## config.mk

```make
export PLATFORM = sky130hd
export DESIGN_NAME = decode_pipe
export DESIGN_NICKNAME = d
export VERILOG_FILES = /design/src/rtl/decode_pipe.sv
export SDC_FILE = /design/constraint.sdc
export NUM_CORES = 1
export LEC_CHECK = 0
export ABC_AREA = 1
export ABC_CLOCK_PERIOD_IN_PS = 4650
export BUFFER_PORTS_ARGS = -buffer_cell sky130_fd_sc_hd__buf_2
export CORE_UTILIZATION = 35
export DETAILED_ROUTE_END_ITERATION = 7
export PLACE_DENSITY = 0.58
export SLEW_MARGIN = 20
export SYNTH_ARGS = -nofsm -noshare
export SYNTH_HDL_FRONTEND = slang
export SYNTH_SLANG_ARGS = --single-unit
```

## constraint.sdc

```tcl
create_clock -name i_clk -period 4.65 [get_ports i_clk]
set_input_delay 0.93 -clock i_clk [delete_from_list [all_inputs] [get_ports i_clk]]
set_output_delay 0.93 -clock i_clk [all_outputs]
set_load 0.01 [all_outputs]
```

## src/rtl/decode_pipe.sv

```systemverilog
// rtl/decode_pipe.sv - buffered instruction decoder with I2C-busy issue stall and branch flush
//
// Accepts raw instructions into a DEPTH-entry circular queue and decodes the
// queue head into a registered control bundle for the execute stage.
// Optional feature macro: DECODE_PIPE_ILLEGAL_TRAP_EN (sticky illegal trap).
//
// Ports:
//   i_clk, i_rst_n            clock (rising edge), asynchronous active-low reset
//   i_instr_valid/o_instr_ready/i_instr   fetch-side handshake and raw instruction
//   o_valid/i_ready           decoded bundle handshake to execute stage
//   o_dest, o_src, o_imm, o_addr          decoded operand fields
//   o_alu_ctrl, o_rd_wen, o_i2c_ctrl      decoded control fields
//   i_i2c_busy                I2C controller busy; stalls heads carrying an I2C command
//   i_flush                   taken branch: discard queue and output bundle
//   o_illegal                 sticky illegal-opcode flag (0 unless trap enabled)
module decode_pipe #(
    parameter int REG_AW = 4,
    parameter int IMM_W  = 8,
    parameter int DEPTH  = 4,
    localparam int INSTR_W = 5 + 2 * REG_AW + IMM_W
) (
    input  logic               i_clk,
    input  logic               i_rst_n,
    input  logic               i_instr_valid,
    output logic               o_instr_ready,
    input  logic [INSTR_W-1:0] i_instr,
    output logic               o_valid,
    input  logic               i_ready,
    output logic [REG_AW-1:0]  o_dest,
    output logic [REG_AW-1:0]  o_src,
    output logic [IMM_W-1:0]   o_imm,
    output logic [IMM_W-1:0]   o_addr,
    output logic [2:0]         o_alu_ctrl,
    output logic               o_rd_wen,
    output logic [2:0]         o_i2c_ctrl,
    input  logic               i_i2c_busy,
    input  logic               i_flush,
    output logic               o_illegal
);

    localparam int PW = $clog2(DEPTH) + 1;

    logic [INSTR_W-1:0] mem [DEPTH];
    logic [PW-1:0]      wr_ptr;
    logic [PW-1:0]      rd_ptr;
    logic [PW-1:0]      count;
    logic               full;
    logic               empty;
    logic               push;
    logic               issue;
    logic               stall;
    logic               trap_block;

    // Extra pointer bit distinguishes full from empty when indices match.
    assign count         = wr_ptr - rd_ptr;
    assign full          = (count == PW'(DEPTH));
    assign empty         = (wr_ptr == rd_ptr);
    assign o_instr_ready = !full;
    assign push          = i_instr_valid && !full && !i_flush;

    logic [INSTR_W-1:0] head;
    logic [4:0]         head_op;
    logic [REG_AW-1:0]  head_dest;
    logic [REG_AW-1:0]  head_src;
    logic [IMM_W-1:0]   head_imm;

    assign head      = mem[rd_ptr[PW-2:0]];
    assign head_op   = head[INSTR_W-1 -: 5];
    assign head_dest = head[INSTR_W-6 -: REG_AW];
    assign head_src  = head[IMM_W+REG_AW-1 -: REG_AW];
    assign head_imm  = head[IMM_W-1:0];

    logic [2:0] dec_alu;
    logic       dec_wen;
    logic [2:0] dec_i2c;
    logic       dec_legal;
    logic       dec_load;

    always_comb begin
        dec_alu   = 3'b000;
        dec_wen   = 1'b0;
        dec_i2c   = 3'b000;
        dec_legal = 1'b1;
        dec_load  = 1'b0;
        case (head_op)
            5'b00000: begin dec_alu = 3'b001; dec_wen = 1'b1; end // ADD
            5'b00010: begin dec_alu = 3'b010; dec_wen = 1'b1; end // SUB
            5'b00101: begin dec_alu = 3'b001; dec_wen = 1'b1; end // ADDI
            5'b00110: dec_i2c = 3'b001;                           // I2CSTART
            5'b01000: dec_i2c = 3'b010;                           // I2CSTOP
            5'b01010: begin dec_wen = 1'b1; dec_load = 1'b1; end  // LOAD
            5'b01100: dec_i2c = 3'b011;                           // SENDCON
            5'b01110: dec_i2c = 3'b100;                           // SENDI2C
            5'b10000: dec_wen = 1'b1;                             // SETFLAG
            5'b10011: dec_alu = 3'b011;                           // BEQ
            5'b10101: dec_alu = 3'b100;                           // BEQF
            5'b11111: ;                                           // NOP
            default:  dec_legal = 1'b0;
        endcase
    end

    // NOP and illegal opcodes both leave an all-zero bundle.
    logic nop_bundle;
    assign nop_bundle = !dec_legal || (head_op == 5'b11111);

    assign stall = (dec_i2c != 3'b000) && i_i2c_busy;
    assign issue = !empty && (!o_valid || i_ready) && !stall && !i_flush && !trap_block;

`ifdef DECODE_PIPE_ILLEGAL_TRAP_EN
    logic illegal_q;
    always_ff @(posedge i_clk or negedge i_rst_n) begin
        if (!i_rst_n) begin
            illegal_q <= 1'b0;
        end else if (i_flush) begin
            illegal_q <= 1'b0;
        end else if (issue && !dec_legal) begin
            illegal_q <= 1'b1;
        end
    end
    assign trap_block = illegal_q;
    assign o_illegal  = illegal_q;
`else
    assign trap_block = 1'b0;
    assign o_illegal  = 1'b0;
`endif

    always_ff @(posedge i_clk) begin
        if (push) begin
            mem[wr_ptr[PW-2:0]] <= i_instr;
        end
    end

    always_ff @(posedge i_clk or negedge i_rst_n) begin
        if (!i_rst_n) begin
            wr_ptr <= '0;
            rd_ptr <= '0;
        end else if (i_flush) begin
            wr_ptr <= '0;
            rd_ptr <= '0;
        end else begin
            if (push)  wr_ptr <= wr_ptr + 1'b1;
            if (issue) rd_ptr <= rd_ptr + 1'b1;
        end
    end

    // Bundle fields only change on issue; flush and drain leave them as-is.
    always_ff @(posedge i_clk or negedge i_rst_n) begin
        if (!i_rst_n) begin
            o_valid    <= 1'b0;
            o_dest     <= '0;
            o_src      <= '0;
            o_imm      <= '0;
            o_addr     <= '0;
            o_alu_ctrl <= '0;
            o_rd_wen   <= 1'b0;
            o_i2c_ctrl <= '0;
        end else if (i_flush) begin
            o_valid <= 1'b0;
        end else if (issue) begin
            o_valid <= 1'b1;
            if (nop_bundle) begin
                o_dest     <= '0;
                o_src      <= '0;
                o_imm      <= '0;
                o_addr     <= '0;
                o_alu_ctrl <= '0;
                o_rd_wen   <= 1'b0;
                o_i2c_ctrl <= '0;
            end else begin
                o_dest     <= head_dest;
                o_src      <= dec_load ? '0 : head_src;
                o_imm      <= head_op[0] ? head_imm : '0;
                o_addr     <= dec_load ? {{(IMM_W/2){1'b0}}, head_imm[IMM_W-1:IMM_W/2]} : '0;
                o_alu_ctrl <= dec_alu;
                o_rd_wen   <= dec_wen;
                o_i2c_ctrl <= dec_i2c;
            end
        end else if (o_valid && i_ready) begin
            o_valid <= 1'b0;
        end
    end

endmodule
```

==> results.toml <==
[job]
maxCapViolCount = 0

[place]
port_buffers = 55
place_inst = 706
place_congestion = 0.8495
dp_slack_ns = 1.815
hpwl_mm = 7.394

[clock_tree]
cts_setup_buffers = 0
insertion_delay_ns = 0.40
cts.sinks = 118
hold_buffers = 0
cts_buffer_depth = 2
cts_resized = 0
clkTransAtPathRegs_ns = 0.05
cts_root_buf = "clkbuf_16"
cts_buffers = 17
htreeDepth = 4
cts_tree = "built"

[final_layout]
finalNonFillerCells = 738
diodes = 0
area_growth_syn_to_layout_pct = 18.22
finalNetCount = 575
final_util_pct = 42.64
fill_cells = 1410
drive_gt1_share_pct = 27.44

[sta]
fin_crit_sh_pct = 64.02
finalSetupViolCount = 0
worst_slack_ns = 1.673
rsz0062_at_grt = "no"
fin_skew_ns = 0.008886
drv_slew = 0
hold_viol_final = 0
fmax_mhz = 335.9
period_minus_slack_ns = 2.977
slew_headroom_pct = 45.44
tns_ns = 0
worst_pin_slew_ns = 0.8184

[global_routing]
antenna_found_initial = 0
overflow = 0
first_global_vias = 3676
grt.total_usage_pct = 15.86
grt_pass1_wl_mm = 18.93
grt_start_max_net_pins = 54

[power]
powerDensity_nw_per_um2 = 675.0
p_total_mw = 4.215
leakagePower_nw = 2.657
peakVddDrop_v = 0.0002778

[synth]
synth_edf_count = 84
yosysMostFrequentCell = "nand2_1"
ys_seq_area_share_pct = 63.87
synth_largest_area_cell = "edfxtp_1"
synth_cell_type_count = 32
ys_top_cells_by_count = "120 x nand2_1, 84 x edfxtp_1, 45 x nor2_1"
ys_warn_count = 0
async_flop_share_pct = 28.81
syn_inst = 482
netlist.area_leader.share_pct = 47.76
ys_seq_elements = 118
avgSynthCellArea_um2 = 10.96
synthesis.area_um2 = 5281
yosys-top-cells-area = "edfxtp_1 48%, dfrtp_1 16%, nand2_1 8.5%"
synth_ff_type = "edfxtp_1"

[floorplanning]
coreArea_um2 = 14640
dieArea_um2 = 15590
rows = 44
dieHeight_um = 124.8
boundaryPins = 61
initial_core_util_pct = 36.06
die_w_um = 124.8

[min_path]
hp-class = "register to register"
worstHoldEndpoint = "o_dest[0]$_DFFE_PN0P_"
min_path_cells = 2
min_from = "o_dest[0]$_DFFE_PN0P_"

[route]
drt_iter0_markers = 221
routedWlPerCell_um = 15.65
route.detailed.drc = 6
dr.pass1.iters = 7
drtAntennaViolNets = 0
vias = 3588
routed_wl_mm = 11.55
via_per_inst = 4.862

[worst_setup_path]
critical_path_required_ns = 3.72
arrival_ns = 2.05
critPathKind = "register to primary output"
reg2reg_to = "o_addr[1]$_DFFE_PN0P_"
rrSetupSlack_ns = 1.84
end_kind = "primary output"
reg2regPathDepth = 13
worst_setup_path_start_kind = "register"
cp_max_fo = 24
r2r_start = "rd_ptr[0]$_DFFE_PN0P_"

[run_status]
violations = "design-rule violations"
status = "finished with violations"
-- cells in the final DEF (no fill, tap or decap), types with 3 or more instances in the layout --
cell type / netlist / layout
nand2_1: 120 / 120
edfxtp_1: 84 / 84
buf_2: 1 / 55
nor2_1: 45 / 41
dfrtp_1: 34 / 34
inv_1: 26 / 26
o21ai_0: 26 / 26
nand2_2: 23 / 23
nand3_1: 17 / 17
o21ai_2: 17 / 17
clkbuf_16: 0 / 17
o22ai_1: 12 / 12
nor2_2: 6 / 10
o21ai_1: 7 / 7
ha_1: 7 / 7
buf_4: 6 / 7
conb_1: 1 / 5
a21oi_1: 4 / 4
a32o_1: 4 / 4
nor3_1: 4 / 4
clkbuf_1: 9 / 4
inv_2: 3 / 3
nand4_1: 3 / 3
nand2_4: 3 / 3
nand3_2: 3 / 3
a31oi_1: 3 / 3
clkbuf_8: 0 / 3
clkinv_2: 0 / 3
-- worst max-delay path by stage --
| stage | from | end |
|---|---|---|
| after floorplan | rd_ptr[1]$_DFFE_PN0P_ | mem[0][0]$_DFFE_PP_ |
| after global placement | rd_ptr[0]$_DFFE_PN0P_ | o_addr[3]$_DFFE_PN0P_ |
| after detailed placement | rd_ptr[0]$_DFFE_PN0P_ | o_addr[1]$_DFFE_PN0P_ |
| after CTS | rd_ptr[1]$_DFFE_PN0P_ | o_instr_ready |
| after global routing | rd_ptr[0]$_DFFE_PN0P_ | o_addr[1]$_DFFE_PN0P_ |
| final | rd_ptr[1]$_DFFE_PN0P_ | o_instr_ready |
-- power by group --
| part | total (mW) | switching, mW | internal (mW) |
|---|---|---|---|
| Sequential | 1.39 | 0.0736 | 1.32 |
| Combinational | 1.55 | 1.09 | 0.464 |
| Clock | 1.27 | 0.441 | 0.829 |
-- flip-flops by register name, summed over array words and instances (netlist names) --
register / flops
o_dest: 4
rd_ptr: 3
wr_ptr: 3
o_addr: 4
o_valid: 1
o_src: 4
o_rd_wen: 1
o_imm: 8
o_i2c_ctrl: 3
o_alu_ctrl: 3
mem: 84
-- area by class of cell --
cell class	instances	area, um^2	area share (%)
multi-input cells	313	1623	25.99
well taps	184	230.2	3.687
clock inverters	8	98.84	1.583
flip-flops and latches	118	3373	54.03
clock buffers	24	481.7	7.715
repair buffers	62	327.8	5.250
inverters	29	108.9	1.743
-- critical path, stage by stage, from the launching register on --
cell	delay, ns
dfrtp_1	0.32
buf_4	0.30
inv_2	0.14
ha_1	0.34
nand2_1	0.11
nand2_1	0.06
nand2_1	0.06
nand4_1	0.13
buf_2	0.17
-- kinds of logic after synthesis --
| logic type | after synthesis | synth area share (%) |
|---|---|---|
| adder cells (fa/ha/maj) | 7 | 1.658 |
| flip-flops | 118 | 63.87 |
| XOR/XNOR | 1 | 0.1659 |
| other | 1 | 0.07101 |
| AO/OA/AOI/OAI | 73 | 8.860 |
| buffers and inverters | 55 | 5.875 |
| AND/OR/NAND/NOR | 227 | 19.50 |
-- through the flow --
step           hold WS [ns]  area [um^2]
2_1_floorplan        0.5129         5296
3_3_place_gp         0.4631         5663
3_5_place_dp         0.4644         5663
4_1_cts              0.4785         6243
5_1_grt              0.5033         6243
6_report             0.4754         6243
-- metal layers --
metal	up-vias	wire length, um	track usage, %
met4	0	312	7.963
met3	22	552	2.964
met2	93	5506	26.04
li1	1751	-	-
met1	1722	5178	20.07
met5	-	0	0
Note: power is estimated with default switching activity, not from simulation.
